<file path="config.mk">
export PLATFORM = sky130hd
export DESIGN_NAME = vga_timing_gen
export DESIGN_NICKNAME = d
export VERILOG_FILES = /design/src/rtl/vga_timing_gen.sv
export SDC_FILE = /design/constraint.sdc
export NUM_CORES = 1
export LEC_CHECK = 0
export CORE_ASPECT_RATIO = 0.6
export CORE_MARGIN = 1.5
export CORE_UTILIZATION = 37
export DETAILED_ROUTE_END_ITERATION = 16
export GPL_ROUTABILITY_DRIVEN = 0
export PLACE_DENSITY = 0.6
export SYNTH_ARGS = -nofsm -noshare
export SYNTH_HDL_FRONTEND = slang
export SYNTH_SLANG_ARGS = --single-unit
</file>
<file path="constraint.sdc">
create_clock -name clk -period 2.02 [get_ports clk]
set_input_delay 0.303 -clock clk [delete_from_list [all_inputs] [get_ports clk]]
set_output_delay 0.303 -clock clk [all_outputs]
set_load 0.05 [all_outputs]
</file>
<file path="src/rtl/vga_timing_gen.sv">
// Parametrised VGA raster timing generator with pixel
// clock-enable divider, sync polarity and flag delay line.
module vga_timing_gen #(
  parameter int H_ACTIVE = 640,
  parameter int H_FP     = 16,
  parameter int H_SYNC   = 96,
  parameter int H_BP     = 48,
  parameter int V_ACTIVE = 480,
  parameter int V_FP     = 10,
  parameter int V_SYNC   = 2,
  parameter int V_BP     = 33,
  parameter bit HS_POL   = 1'b0,
  parameter bit VS_POL   = 1'b0,
  parameter int PIX_DIV  = 1,
  parameter int PIPE     = 0,
  parameter int CNT_W    = 10
) (
  input  logic             clk,
  input  logic             rst,
  input  logic             en,
  output logic             pix_tick,
  output logic [CNT_W-1:0] x_pos,
  output logic [CNT_W-1:0] y_pos,
  output logic             valid,
  output logic             hsync,
  output logic             vsync,
  output logic             line_start,
  output logic             frame_start
);

  localparam int H_TOTAL = H_ACTIVE + H_FP + H_SYNC + H_BP;
  localparam int V_TOTAL = V_ACTIVE + V_FP + V_SYNC + V_BP;
  localparam int DIV_W = (PIX_DIV > 1) ? $clog2(PIX_DIV) : 1;

  localparam logic [DIV_W-1:0] DIV_LAST = DIV_W'(PIX_DIV - 1);
  localparam logic [CNT_W-1:0] H_LAST  = CNT_W'(H_TOTAL - 1);
  localparam logic [CNT_W-1:0] V_LAST  = CNT_W'(V_TOTAL - 1);
  localparam logic [CNT_W-1:0] H_VIS   = CNT_W'(H_ACTIVE);
  localparam logic [CNT_W-1:0] V_VIS   = CNT_W'(V_ACTIVE);
  localparam logic [CNT_W-1:0] HS_BEG  = CNT_W'(H_ACTIVE + H_FP);
  localparam logic [CNT_W-1:0] HS_LAST =
    CNT_W'(H_ACTIVE + H_FP + H_SYNC - 1);
  localparam logic [CNT_W-1:0] VS_BEG  = CNT_W'(V_ACTIVE + V_FP);
  localparam logic [CNT_W-1:0] VS_LAST =
    CNT_W'(V_ACTIVE + V_FP + V_SYNC - 1);

  if (H_TOTAL > 2**CNT_W) begin : g_err_h
    $error("H_TOTAL does not fit in CNT_W bits");
  end
  if (V_TOTAL > 2**CNT_W) begin : g_err_v
    $error("V_TOTAL does not fit in CNT_W bits");
  end
  if (PIX_DIV < 1) begin : g_err_div
    $error("PIX_DIV must be at least 1");
  end
  if (PIPE < 0 || PIPE > 15) begin : g_err_pipe
    $error("PIPE must be in 0..15");
  end

  typedef struct packed {
    logic valid;
    logic hsync;
    logic vsync;
    logic line_start;
    logic frame_start;
  } flags_t;

  localparam flags_t IDLE = '{
    valid: 1'b0,
    hsync: ~HS_POL,
    vsync: ~VS_POL,
    line_start: 1'b0,
    frame_start: 1'b0
  };

  logic [DIV_W-1:0] div;
  logic [CNT_W-1:0] h_cnt;
  logic [CNT_W-1:0] v_cnt;
  logic             div_last;
  logic             first;
  logic             hs_act;
  logic             vs_act;
  flags_t           st0;
  flags_t           fo;
  flags_t           fq;

  assign div_last = (div == DIV_LAST);
  assign first    = en & (div == '0);

  always_ff @(posedge clk) begin
    if (rst) begin
      div   <= '0;
      h_cnt <= '0;
      v_cnt <= '0;
    end else if (en) begin
      div <= div_last ? '0 : div + 1'b1;
      if (div_last) begin
        if (h_cnt == H_LAST) begin
          h_cnt <= '0;
          v_cnt <= (v_cnt == V_LAST) ? '0 : v_cnt + 1'b1;
        end else begin
          h_cnt <= h_cnt + 1'b1;
        end
      end
    end
  end

  assign hs_act = (h_cnt >= HS_BEG) && (h_cnt <= HS_LAST);
  assign vs_act = (v_cnt >= VS_BEG) && (v_cnt <= VS_LAST);

  always_comb begin
    st0             = IDLE;
    st0.valid       = (h_cnt < H_VIS) && (v_cnt < V_VIS);
    st0.hsync       = hs_act ? HS_POL : ~HS_POL;
    st0.vsync       = vs_act ? VS_POL : ~VS_POL;
    st0.line_start  = first && (h_cnt == '0);
    st0.frame_start = first && (h_cnt == '0) && (v_cnt == '0);
  end

  // Delay line runs every clk so flags track fixed memory latency.
  if (PIPE == 0) begin : g_nopipe
    assign fo = st0;
  end else begin : g_pipe
    flags_t dly [PIPE];
    always_ff @(posedge clk) begin
      if (rst) begin
        for (int i = 0; i < PIPE; i++) dly[i] <= IDLE;
      end else begin
        dly[0] <= st0;
        for (int i = 1; i < PIPE; i++) dly[i] <= dly[i-1];
      end
    end
    assign fo = dly[PIPE-1];
  end

  assign fq          = rst ? IDLE : fo;
  assign valid       = fq.valid;
  assign hsync       = fq.hsync;
  assign vsync       = fq.vsync;
  assign line_start  = fq.line_start;
  assign frame_start = fq.frame_start;
  assign pix_tick    = en & div_last & ~rst;
  assign x_pos       = rst ? '0 : h_cnt;
  assign y_pos       = rst ? '0 : v_cnt;

endmodule

</file>
==> run summary <==
DRT Pass-1 Iters: 4
Peak VDD IR: 0.325 mV
placed cells: 236
die area: 3790 um^2
RSZ-0062 raised after global routing: false
IO buf count: 28
Rel. slew slack: 0.637
I/O pins: 29
internal power: 0.000714 W
WS Path Type: reg2out
Syn Nets: 167
chip height: 48.3 um
Final WS setup: 0.0729 ns
antenna violations before repair: 0
most common cell after layout, fill and taps aside: buf_12
# H-tree levels: 1
setup TNS: 0 ns
WL per Instance: 14.7 um
drt total wl: 3540 um
Cell variety after synth: 33
Final Hold Fails: 0
switching power: 0.000205 W
commonest non-fill, non-tap cells in the layout: 25 x buf_12, 19 x nor2_1, 16 x nor2b_1, 16 x buf_4, 14 x dfxtp_1
area delta synth->final: 61.4%
Setup WS pre-CTS: 0.0267 ns
r2r worst-path depth: 5
maximum fanout along the worst path: 4
mapped cell area: 1270 um^2
Critical Path, Cell by Cell: inv_1 > ha_1 > nor4b_2 > and4_2 > and4_4 > buf_12
Hold WC Path Type: reg2reg
num rows: 16
1st-iter DRT viols: 70
Reg-to-Reg Start: h_cnt[1]
Worst-Skew Late Latency: 0.26 ns
grt total ovfl: 0
Worst Tran Pin Value: 0.539 ns
Switching Fraction: 0.223
Hold Crit Start: h_cnt[0]
sequential share of power: 0.435
first-pass GRT wire length: 5650 um
Total GRT Usage: 0.192
Worst Setup End Kind: primary output
fin crit share: 0.964
Tot Pwr: 0.000919 W
post-route ant nets: 0
RR Endpoint: v_cnt[7]
power per cell area: 450 nW/um^2
Clock Pin Slew Worst Setup and Hold Paths: 0.08 ns
hold buffers post-CTS: 0
CTS Sinks: 20
HPWL after DPL: 2770 um
slowest stage delay, CP: 0.34 ns
via count: 1291
DR DRC count: 0
Final Max Tran Viols: 0
highest-delay cell along the critical path: dfxtp_1
die width: 78.5 um
Static Leak: 0.796 nW
critical path arrival: 1.64 ns
largest net degree at the start of global routing: 16
Yosys warning count: 0
Initial Util: 0.388
setup slack, reg-to-reg: 0.17 ns
Max Freq: 514 MHz
status: completed
clk buf depth: 2
Vias/cell: 5.36
antenna cells: 0
Post-Layout Cell Count: 241
vias in the first global route: 1161
Clock power frac: 0.443
Clock Tree Root: clkbuf_8
CTS tree: done
Post-Synthesis Cells: 159
end of the worst hold path: h_cnt[0]
CP Launch Type: flop
final setup fails: 0
Core Footprint: 3260 um^2
combinational power share: 0.122
fin nets: 205
synthesized area per cell: 7.96 um^2
TritonCTS Buffers: 3
max_cap viols: 0
Final Skew: 0.00292 ns
Worst Hold Path Cells: 2
final worst path period need: 1.95 ns
sequential share of the synthesized area: 0.316
Yosys reg bits: 20
layout cells sized above 1: 0.332
Worst EP required: 1.72 ns
logic make-up (layout without fill, tap and decap cells):
| family | after synthesis | after routing | synth area share |
|---|---|---|---|
| xor gates and xnor gates | 12 | 12 | 0.0830 |
| buffers and inverters | 16 | 53 | 0.0504 |
| and+or+nand+nor | 92 | 92 | 0.429 |
| muxes | 2 | 2 | 0.0158 |
| DFF | 20 | 20 | 0.316 |
| adders and majority gates | 5 | 5 | 0.0494 |
| AOI/OAI and AO/OA | 12 | 12 | 0.0563 |
metrics by stage:
step                      hold slack, ns  cell area (um^2)   util
after global routing               0.540              2040  0.626
after global placement             0.490              1930  0.592
after floorplan                    0.455              1280      -
final                              0.510              2040  0.626
after detailed placement           0.513              1930  0.592
after CTS                          0.526              2020  0.618
power groups by stage:
stage	Combinational, W	Clock, W	Sequential (W)
final	0.000112	0.000408	0.000400
after global routing	0.000120	0.000433	0.000400
after CTS	0.000111	0.000411	0.000400
after detailed placement	0.000108	0	0.000410
after global placement	0.000107	0	0.000409
after floorplan	0.0000543	0	0.000409
worst max-delay path, delay by kind of cell, from the launching register on:
family / cells / cell delay (ns)
fa+ha+maj: 1 / 0.16
buf+inv: 2 / 0.22
flops: 1 / 0.34
simple gates: 3 / 0.68
state kept, by name, indices dropped and copies added, names as in the netlist:
name   flops
h_cnt     10
v_cnt     10
area by class of cell:
cell class / count / area (um^2)
repair buffers: 44 / 654
clock inverters: 1 / 30.0
fillers: 264 / 1220
well taps: 45 / 56.3
flip-flops and latches: 20 / 410
inverters: 5 / 18.8
multi-input cells: 123 / 832
clock buffers: 3 / 41.3
timing repair:
| action | 4_1_cts | 5_1_grt |
|---|---|---|
| setup endpoints to repair | 2 | 3 |
| gates resized for setup | 5 | 10 |
| pin swaps | 0 | 1 |
| setup buffers | 0 | 1 |
per-layer routing:
layer,wire [um],part of all wire,up-vias,global-route usage
li1,-,-,628,-
met5,0,0,-,0
met4,0,0,0,0.0595
met1,1750,0.50,613,0.294
met2,1500,0.42,50,0.256
met3,286,0.081,0,0.0528
how the worst max path moves through the flow:
stage                  start           to  slack [ns]  cells after the start
global placement          en  frame_start        0.04                      6
global route        h_cnt[1]  frame_start      0.0001                      6
finish              h_cnt[1]  frame_start        0.07                      6
floorplan                rst  frame_start       -0.15                      4
CTS                 v_cnt[3]        vsync       0.002                      4
detailed placement        en  frame_start        0.03                      6
Yosys cell counts, drive strengths merged:
library cell / n / area share
a21oi: 5 / 0.020
nand3: 9 / 0.036
nand2b: 2 / 0.0099
nor2: 20 / 0.059
or4: 2 / 0.015
or3b: 1 / 0.0069
nand2: 5 / 0.015
nand4: 4 / 0.020
o21ai: 4 / 0.016
nor4: 6 / 0.030
or3: 3 / 0.015
o311ai: 1 / 0.0069
ha: 5 / 0.049
nand4b: 2 / 0.026
a41o: 1 / 0.0079
xnor2: 6 / 0.042
nor2b: 19 / 0.094
xor2: 6 / 0.042
or2: 1 / 0.0049
mux2i: 2 / 0.016
clkbuf: 8 / 0.024
nor4b: 1 / 0.0069
inv: 5 / 0.015
and4: 4 / 0.028
nor3: 8 / 0.036
o31ai: 1 / 0.0059
buf: 3 / 0.012
nand4bb: 1 / 0.0089
and3: 4 / 0.020
dfxtp: 20 / 0.32
Note: power is estimated with default switching activity, not from simulation.
